--- config.mk ---
export PLATFORM = sky130hd
export DESIGN_NAME = dcache_refill_ctrl
export DESIGN_NICKNAME = d
export VERILOG_FILES = /design/src/rtl/dcache_refill_ctrl.sv
export SDC_FILE = /design/constraint.sdc
export NUM_CORES = 1
export LEC_CHECK = 0
export CAP_MARGIN = 20
export CORE_UTILIZATION = 38
export DETAILED_ROUTE_END_ITERATION = 8
export GPL_ROUTABILITY_DRIVEN = 0
export PLACE_DENSITY = 0.9
export SLEW_MARGIN = 30
export SYNTH_ARGS = -nofsm -noshare
export SYNTH_HDL_FRONTEND = slang
export SYNTH_SLANG_ARGS = --single-unit
--- constraint.sdc ---
create_clock -name clk -period 1.5 [get_ports clk]
set_input_delay 0.15 -clock clk [delete_from_list [all_inputs] [get_ports clk]]
set_output_delay 0.15 -clock clk [all_outputs]
set_load 0.02 [all_outputs]
--- src/rtl/dcache_refill_ctrl.sv ---
// -----------------------------------------------------------------------------
// dcache_refill_ctrl
//
// Miss handler and line-refill controller for the data cache.
//
// It watches the registered tag-lookup result. On a miss it stalls the CPU and
// fetches the whole line as one incrementing read burst (LINE_WORDS beats).
// Each beat is written straight into the data bank. The tag entry, with its
// valid bit set, is written only after the last beat has been stored, so a
// partly filled line never looks valid. One cycle after the tag write, the
// word the CPU asked for (the critical word) is returned on resp_*.
//
// Ports
//   clk, rst                  clock; synchronous active-high reset
//   tag_ready_i               tag array has finished its reset sweep
//   lookup_valid_i            access in the tag-compare stage this cycle
//   lookup_addr_i [31:0]      address aligned with tag_hit_i / tag_valid_i
//   tag_hit_i, tag_valid_i    tag compare result and stored valid bit
//   cpu_stall_o               hold the pipeline
//   mem_arvalid_o             burst request valid
//   mem_araddr_o  [31:0]      line-aligned burst address
//   mem_arlen_o   [7:0]       burst length - 1 (constant)
//   mem_arready_i             burst request accepted
//   mem_rvalid_i              read beat valid
//   mem_rdata_i   [31:0]      read beat data
//   mem_rready_o              read beat accept
//   data_wen_o                data-bank word write strobe
//   data_waddr_o  [9:0]       {set index, word in line}
//   data_wdata_o  [31:0]      word to write (the current read beat)
//   tag_wen_o                 tag-array write strobe
//   tag_waddr_o   [31:0]      latched miss address (tag array uses the index)
//   tag_wdata_o   [20:0]      {valid=1, tag of the latched address}
//   resp_valid_o              one-cycle pulse: refill done, resp_data_o valid
//   resp_data_o   [31:0]      critical word of the missed access
// -----------------------------------------------------------------------------
module dcache_refill_ctrl #(
    parameter int LINE_WORDS = 8,
    parameter int TAG_W      = 20,
    parameter int INDEX_W    = 7
) (
    input  logic                       clk,
    input  logic                       rst,

    input  logic                       tag_ready_i,
    input  logic                       lookup_valid_i,
    input  logic [31:0]                lookup_addr_i,
    input  logic                       tag_hit_i,
    input  logic                       tag_valid_i,

    output logic                       cpu_stall_o,

    output logic                       mem_arvalid_o,
    output logic [31:0]                mem_araddr_o,
    output logic [7:0]                 mem_arlen_o,
    input  logic                       mem_arready_i,
    input  logic                       mem_rvalid_i,
    input  logic [31:0]                mem_rdata_i,
    output logic                       mem_rready_o,

    output logic                       data_wen_o,
    output logic [INDEX_W+$clog2(LINE_WORDS)-1:0] data_waddr_o,
    output logic [31:0]                data_wdata_o,

    output logic                       tag_wen_o,
    output logic [31:0]                tag_waddr_o,
    output logic [TAG_W:0]             tag_wdata_o,

    output logic                       resp_valid_o,
    output logic [31:0]                resp_data_o
);

    // Address field layout: [tag | index | word | byte]
    localparam int CNT_W   = $clog2(LINE_WORDS);
    localparam int WORD_LO = 2;
    localparam int WORD_HI = WORD_LO + CNT_W - 1;
    localparam int IDX_LO  = WORD_HI + 1;
    localparam int IDX_HI  = IDX_LO + INDEX_W - 1;

    localparam logic [CNT_W-1:0] LAST_BEAT = CNT_W'(LINE_WORDS - 1);

    typedef enum logic [2:0] {
        S_INIT,
        S_IDLE,
        S_AR,
        S_R,
        S_TAGW,
        S_DONE
    } state_t;

    state_t             state_q, state_d;
    logic [CNT_W-1:0]   cnt_q,   cnt_d;     // word of the line the next beat fills
    logic [31:0]        addr_q,  addr_d;    // latched miss address
    logic [31:0]        resp_q,  resp_d;    // captured critical word

    logic miss;
    logic beat;

    assign miss = lookup_valid_i & tag_ready_i & ~(tag_hit_i & tag_valid_i);
    assign beat = (state_q == S_R) & mem_rvalid_i;

    // -------------------------------------------------------------------------
    // State register
    // -------------------------------------------------------------------------
    // NOTE: every register here is reset; they are few and flat, so there is
    // no memory-sized array whose reset would cost anything.
    always_ff @(posedge clk) begin
        if (rst) begin
            state_q <= S_INIT;
            cnt_q   <= '0;
            addr_q  <= '0;
            resp_q  <= '0;
        end else begin
            // NOTE: non-blocking so every register samples the pre-edge values.
            state_q <= state_d;
            cnt_q   <= cnt_d;
            addr_q  <= addr_d;
            resp_q  <= resp_d;
        end
    end

    // -------------------------------------------------------------------------
    // Next-state logic
    // -------------------------------------------------------------------------
    always_comb begin
        // NOTE: hold-current defaults first, so no path leaves a latch behind.
        state_d = state_q;
        cnt_d   = cnt_q;
        addr_d  = addr_q;
        resp_d  = resp_q;

        unique case (state_q)
            S_INIT: begin
                if (tag_ready_i) begin
                    state_d = S_IDLE;
                end
            end

            S_IDLE: begin
                if (miss) begin
                    addr_d  = lookup_addr_i;
                    cnt_d   = '0;
                    state_d = S_AR;
                end
            end

            S_AR: begin
                if (mem_arready_i) begin
                    state_d = S_R;
                end
            end

            S_R: begin
                if (mem_rvalid_i) begin
                    // Counter wraps to 0 on the last beat, as the FSM leaves R.
                    cnt_d = cnt_q + 1'b1;
                    if (cnt_q == addr_q[WORD_HI:WORD_LO]) begin
                        resp_d = mem_rdata_i;
                    end
                    // No rlast: the beat count alone ends the burst.
                    if (cnt_q == LAST_BEAT) begin
                        state_d = S_TAGW;
                    end
                end
            end

            S_TAGW: begin
                state_d = S_DONE;
            end

            S_DONE: begin
                // A lookup in this cycle is not acted on; the pipeline replays.
                state_d = S_IDLE;
            end

            default: begin
                state_d = S_INIT;
            end
        endcase
    end

    // -------------------------------------------------------------------------
    // Outputs
    // -------------------------------------------------------------------------
    // Strobes are masked by rst so a reset mid-burst withdraws the bus request
    // and beat acceptance in the same cycle, not one edge later.
    always_comb begin
        cpu_stall_o   = 1'b0;
        mem_arvalid_o = 1'b0;
        mem_rready_o  = 1'b0;
        data_wen_o    = 1'b0;
        tag_wen_o     = 1'b0;
        resp_valid_o  = 1'b0;

        if (!rst) begin
            cpu_stall_o   = ((state_q == S_IDLE) & miss) |
                            (state_q == S_AR) | (state_q == S_R) | (state_q == S_TAGW);
            mem_arvalid_o = (state_q == S_AR);
            mem_rready_o  = (state_q == S_R);
            data_wen_o    = beat;
            tag_wen_o     = (state_q == S_TAGW);
            resp_valid_o  = (state_q == S_DONE);
        end
    end

    // Request fields come from the latched address, so they cannot move while
    // arvalid waits for arready.
    assign mem_araddr_o = {addr_q[31:IDX_LO], {IDX_LO{1'b0}}};
    assign mem_arlen_o  = 8'(LINE_WORDS - 1);

    // Data-bank write port is zeroed outside a write so idle-bus noise on
    // mem_rdata never shows up on it.
    assign data_waddr_o = data_wen_o ? {addr_q[IDX_HI:IDX_LO], cnt_q} : '0;
    assign data_wdata_o = data_wen_o ? mem_rdata_i : '0;

    assign tag_waddr_o  = addr_q;
    assign tag_wdata_o  = tag_wen_o ? {1'b1, addr_q[31 -: TAG_W]} : '0;

    assign resp_data_o  = resp_q;

endmodule

==> results of run 1 <==
kinds of logic (layout without fill, tap and decap cells):
group,after synthesis,in the layout
AOI/OAI and AO/OA,10,10
xor gates and xnor gates,3,3
adders and majority gates,2,2
buffers and inverters,74,302
DFF,70,70
muxes,64,64
other,2,13
and+or+nand+nor,217,217
layer usage:
| layer | wire, µm | global-route usage [%] | up-vias |
|---|---|---|---|
| met1 | 5056 | 24.35 | 1774 |
| met2 | 6920 | 44.03 | 166 |
| met4 | 225 | 8.551 | 0 |
| met5 | 0 | 0 | - |
| met3 | 839 | 4.947 | 15 |
| li1 | - | - | 1827 |
sequential cells by signal, summed over array words and instances (netlist names):
signal       flops
cnt_q            3
resp_data_o     32
state_q          3
tag_waddr_o     32
what timing repair did:
action | CTS | global route
endpoints found under the hold margin | 0 | 0
hold buffers | 0 | 0
cloned | 10 | 0
setup endpoints to repair | 191 | 151
pin swaps | 6 | 11
buffers inserted | 13 | 4
gates resized for setup | 511 | 50
metrics by stage:
stage	area, µm²	power [mW]	TNS, ns	setup slack, ns
global route	7119	4.481	-32.15	-0.3510
detailed placement	6390	2.606	-43.24	-0.5736
CTS	7049	4.330	-22.64	-0.2800
floorplan	4099	2.292	0	0.002565
finish	7119	4.303	-22.31	-0.2705
global placement	6390	2.590	-38.89	-0.5346
placed cells by master, fill, tap and decap left out, types with 3 or more instances in the layout:
| master | instances |
|---|---|
| nand2b_4 | 3 |
| conb_1 | 13 |
| and2_1 | 29 |
| buf_16 | 3 |
| and2_4 | 34 |
| dfxtp_1 | 66 |
| dlymetal6s2s_1 | 14 |
| dlygate4sd2_1 | 56 |
| xor2_1 | 3 |
| clkdlybuf4s50_1 | 91 |
| buf_12 | 6 |
| clkbuf_8 | 10 |
| nand3b_1 | 3 |
| inv_1 | 3 |
| nand2_1 | 3 |
| buf_6 | 79 |
| nand2b_1 | 128 |
| buf_4 | 31 |
| mux2i_1 | 63 |
| nor2_1 | 4 |
cell type report:
cell class / instances / area, µm²
fillers: 810 / 3204
repair buffers: 283 / 2937
multi-input cells: 309 / 2375
flip-flops and latches: 70 / 1411
well taps: 136 / 170.2
clock buffers: 12 / 145.1
clock inverters: 4 / 70.07
inverters: 3 / 11.26
worst reg2reg max path, delay by kind of cell (launching register included):
| family | cells | cell delay [ns] |
|---|---|---|
| AND/OR/NAND/NOR | 2 | 0.48 |
| flip-flops | 1 | 0.36 |
| buffers and inverters | 4 | 0.62 |
| multiplexers | 1 | 0.19 |
final timing paths:
| check | slack (ns) | depth (start not counted) | start | to |
|---|---|---|---|---|
| max | -0.27 | 6 | state_q[2] | data_wdata_o[13] |
| min | 0.36 | 3 | lookup_addr_i[31] | tag_waddr_o[31] |
| min reg2reg | 0.48 | 2 | resp_data_o[19] | resp_data_o[19] |
| max reg2reg | -0.23 | 7 | state_q[2] | tag_waddr_o[4] |
where the power goes:
part / leakage [nW] / total, mW / internal (mW) / switching [mW]
clock: 0.110 / 1.71 / 0.979 / 0.734
combinational: 2.67 / 0.677 / 0.384 / 0.293
sequential: 0.567 / 1.91 / 1.88 / 0.0303
total: 3.35 / 4.30 / 3.25 / 1.06
==> run summary, run 1 <==
family with the most delay on the worst path: simple AND/OR/NAND/NOR gates
Hold Violations, Final: 0
I/O pin count: 245
post-synthesis xor/xnor area fraction: 0.6483%
Fmax: 564.8 MHz
Die Height: 105.3 µm
Die ar.: 11,080 µm²
cts bufs inserted: 9
Synth Area in Adders: 0.6175%
most common cell in the synthesized netlist: nand2b_1
CP required: 1.35 ns
Post-synth ARST share: 0%
total number of vias: 3,782
drt drc: 0
Worst Path Arrival: 1.62 ns
RSZ-0062 raised after global routing: yes
Post-synth EDFFs: 0
worst hold slack: 0.3610 ns
CTS tree: done
#FFs+latches synth: 70
GRT Util Overall: 22.99%
Unique masters post-synth: 35
final setup vio count: 131
Core Util, Final: 68.96%
maximum VDD drop: 446.2 µV
critical path type: reg -> out
CP cell instances: nand2b_4 > nor3_4 > buf_6 > buf_12 > and2_1 > buf_6
Slowest Stage Delay on Critical Path: 0.36 ns
Non-Filler Instances: 817
mux contribution to synthesized area: 15.81%
Max-Cap Viols: 0
Synth Area in Compound Gates: 1.976%
Area Growth Syn to Fin: 75.67%
Power Density: 604.5 nW/µm²
TritonRoute pass-1 iters: 4
clk sinks: 70
worst hold path type: in -> reg
CTS H-tree depth: 3
total wire length: 13,040 µm
failing checks: negative setup slack
most frequent cells after synthesis: nand2b_1 (130), dfxtp_1 (70), mux2i_1 (64), and2_1 (63), buf_4 (43)
Synth Cell Area: 4053 µm²
ys flop type: dfxtp_1
Core Region: 10,320 µm²
Leakage: 3.348 nW
status: finished, violations left
post-layout min period: 1.770 ns
row cnt: 37
Root Buffer: clkbuf_8
Startpoint Class: flip-flop
top-area cell type share of the netlist area: 34.58%
Buf+Inv Stages, Crit Path: 3
1st-iter DRT viols: 83
Routed Antenna Nets: 0
placed insts: 781
CTS Buffer Depth: 2
layout net count: 750
Reg clk slew, reported paths: 0.08 ns
cell taking the most area after synthesis: dfxtp_1
largest family of logic cells by synthesized area: simple AND/OR/NAND/NOR gates
critical path's slowest cell: dfxtp_4
post-DP HPWL: 8508 µm
share of layout cells above drive strength 1: 27.61%
DR vias/cell: 4.629
first-pass GRT wire length: 19,600 µm
yosys warns: 0
Initial Util: 39.26%
max-slew violations: 0
Skew-Pair Late Insertion Delay: 0.35 ns
sequential-to-total area share from yosys stat: 34.58%
fin worst setup slack: -0.2705 ns
Antenna Diode Count: 0
Synth area leaders: dfxtp_1 (35%), nand2b_1 (20%), mux2i_1 (16%)
routed len/inst: 15.96 µm
vias in the first global route: 3,798
period utilization: 118.0%
simple logic cell fraction of the synthesized area: 34.18%
most used cell, CP: buf_6
Die W: 105.3 µm
IO buf count: 231
Cells after Synth: 442
Worst Path Max Fanout: 15
Syn Area/Cell: 9.169 µm²
crit path capture type: output pin
Fin Clk Skew: 0.009324 ns
GRT Residual Overflow: 0
initial antenna violation count: 0
largest net degree at the start of global routing: 65
Note: power is estimated with default switching activity, not from simulation.
==> inputs of run 2 (changes only) <==
--- a/config.mk
+++ b/config.mk
@@ -5,11 +5,13 @@
 export SDC_FILE = /design/constraint.sdc
 export NUM_CORES = 1
 export LEC_CHECK = 0
+export ABC_CLOCK_PERIOD_IN_PS = 1500
 export CAP_MARGIN = 20
-export CORE_UTILIZATION = 38
+export CORE_UTILIZATION = 39
+export CTS_BUF_LIST = sky130_fd_sc_hd__clkbuf_4
 export DETAILED_ROUTE_END_ITERATION = 8
 export GPL_ROUTABILITY_DRIVEN = 0
-export PLACE_DENSITY = 0.9
+export PLACE_DENSITY = 0.92
 export SLEW_MARGIN = 30
 export SYNTH_ARGS = -nofsm -noshare
 export SYNTH_HDL_FRONTEND = slang
==> run 2 against run 1 <==
  * The run still ends with negative setup slack left
  * Via count shrank 1.8%
  * Routed wire length down 6.3%
  * Sequential share of layout area increased by 0.77 points
  * Largest power group unchanged
  * Clock power decreased by 23%
  * Sequential cell count did not move
  * Cell area fell by 3.7%
  * Worst setup slack lost 0.093 ns
  * Largest cell class unchanged
==> run summary, run 2 (synthesized netlist as in run 1, its figures left out) <==
Int Power: 2.912 mW
final setup vio count: 117
post-DP HPWL: 8419 µm
layout net count: 743
CP required: 1.35 ns
worst hold slack: 0.2156 ns
Sw Pwr: 0.9890 mW
GRT Residual Overflow: 0
Reg clk slew, reported paths: 0.11 ns
hold_sp: rst
failing checks: negative setup slack
Die Height: 103.9 µm
Area Growth Syn to Fin: 69.10%
Clk pwr share: 33.9%
Non-Filler Instances: 807
TNS Setup: -24.80 ns
Core Region: 9910 µm²
Max-Cap Viols: 0
Skew-Pair Late Insertion Delay: 0.42 ns
largest net degree at the start of global routing: 135
Die W: 103.9 µm
share of layout cells above drive strength 1: 24.93%
power share of the combinational group: 17.0%
Hold Violations, Final: 0
Leakage: 3.168 nW
Fin Clk Skew: 0.02044 ns
post-layout min period: 1.863 ns
CTS Buffer Depth: 2
placed insts: 774
CTS tree: done
Fmax: 536.7 MHz
RSZ-0062 raised after global routing: yes
cts bufs inserted: 9
worst hold path type: in -> reg
critical path launch point: state_q[1]
Worst Path Arrival: 1.71 ns
Startpoint Class: flip-flop
most frequent cells in the layout: nand2b_1 (128), dlygate4sd2_1 (91), clkdlybuf4s50_1 (70)
critical path type: reg -> out
GRT Util Overall: 22.56%
IO buf count: 231
initial antenna violation count: 0
CTS H-tree depth: 3
Sequential Power Share: 49.1%
total number of vias: 3,713
crit path capture type: output pin
vias in the first global route: 3,742
I/O pin count: 245
1st-iter DRT viols: 114
DR vias/cell: 4.601
TritonRoute pass-1 iters: 4
Slew HR: 40.89%
Die ar.: 10,800 µm²
status: finished, violations left
Initial Util: 40.90%
period utilization: 124.2%
switching share of power: 25.35%
clk sinks: 70
Worst-Margin Slew: 0.8867 ns
commonest non-fill, non-tap cell in the layout: nand2b_1
total wire length: 12,220 µm
Root Buffer: clkbuf_4
drt drc: 0
FF-to-FF Start: state_q[2]
max-slew violations: 0
row cnt: 36
Post-Place Worst Slack: -0.6248 ns
Antenna Diode Count: 0
Power Density: 569.3 nW/µm²
Routed Antenna Nets: 0
Worst Path Max Fanout: 9
fin worst setup slack: -0.3631 ns
maximum VDD drop: 482.2 µV
routed len/inst: 15.15 µm
first-pass GRT wire length: 19,300 µm
==> run 2: cell types whose count changed in the layout (fill, tap and decap cells not counted), moves of 5 or more <==
cell,before,now
clkbuf_4,0,9
and2_1,29,37
clkdlybuf4s50_1,91,70
clkbuf_8,10,0
buf_6,79,59
buf_4,31,43
dlymetal6s2s_1,14,0
dlygate4sd2_1,56,91
clkinv_1,0,5
and2_4,34,26
==> run 2: final cells by class <==
| type | count | area (µm²) |
|---|---|---|
| Sequential cell | 70 | 1411 |
| Clock buffer | 9 | 67.56 |
| Timing Repair Buffer | 276 | 2768 |
| Inverter | 3 | 11.26 |
| Clock inverter | 7 | 78.83 |
| Multi-Input combinational cell | 309 | 2350 |
| Tap cell | 133 | 166.4 |
| Fill cell | 816 | 3057 |
==> run 2: final timing paths <==
kind	endpoint	slack, ns	depth (start not counted)
min reg2reg	resp_data_o[16]	0.47	2
max	data_waddr_o[2]	-0.36	6
max reg2reg	resp_data_o[10]	-0.32	8
min	state_q[0]	0.22	4
==> run 2: critical path: stages (launching register included) <==
cell and delay [ns]:
dfxtp_4 0.39, nand2b_4 0.07, nor3_4 0.27, buf_6 0.17, buf_16 0.14, and2_4 0.15, buf_6 0.11
==> run 2: metrics by stage <==
stage	power [mW]	area, µm²	util [%]
floorplan	2.292	4099	-
global placement	2.586	6379	64.37
detailed placement	2.602	6379	64.37
CTS	3.934	6769	68.31
global route	4.072	6853	69.15
finish	3.901	6853	69.15
==> run 2: routing by layer <==
layer	GRT usage, %	vias to the layer above	wire [µm]
li1	-	1819	-
met1	25.19	1716	4771
met2	41.33	160	6357
met3	5.075	18	852
met4	8.673	0	241
met5	0	-	0
==> run 2: power groups by stage <==
stage	clock, mW	combinational [mW]	sequential (mW)
3_3_place_gp	0	0.632	1.95
5_1_grt	1.44	0.709	1.92
2_1_floorplan	0	0.313	1.98
3_5_place_dp	0	0.645	1.96
6_report	1.32	0.664	1.91
4_1_cts	1.37	0.653	1.91
==> run 2: timing repair <==
item,CTS,global route
hold buffers,0,0
buffers inserted,10,9
endpoints found under the hold margin,0,0
gates cloned,7,0
pin swaps,11,6
endpoints found under the setup margin,224,134
gates resized for setup,419,116
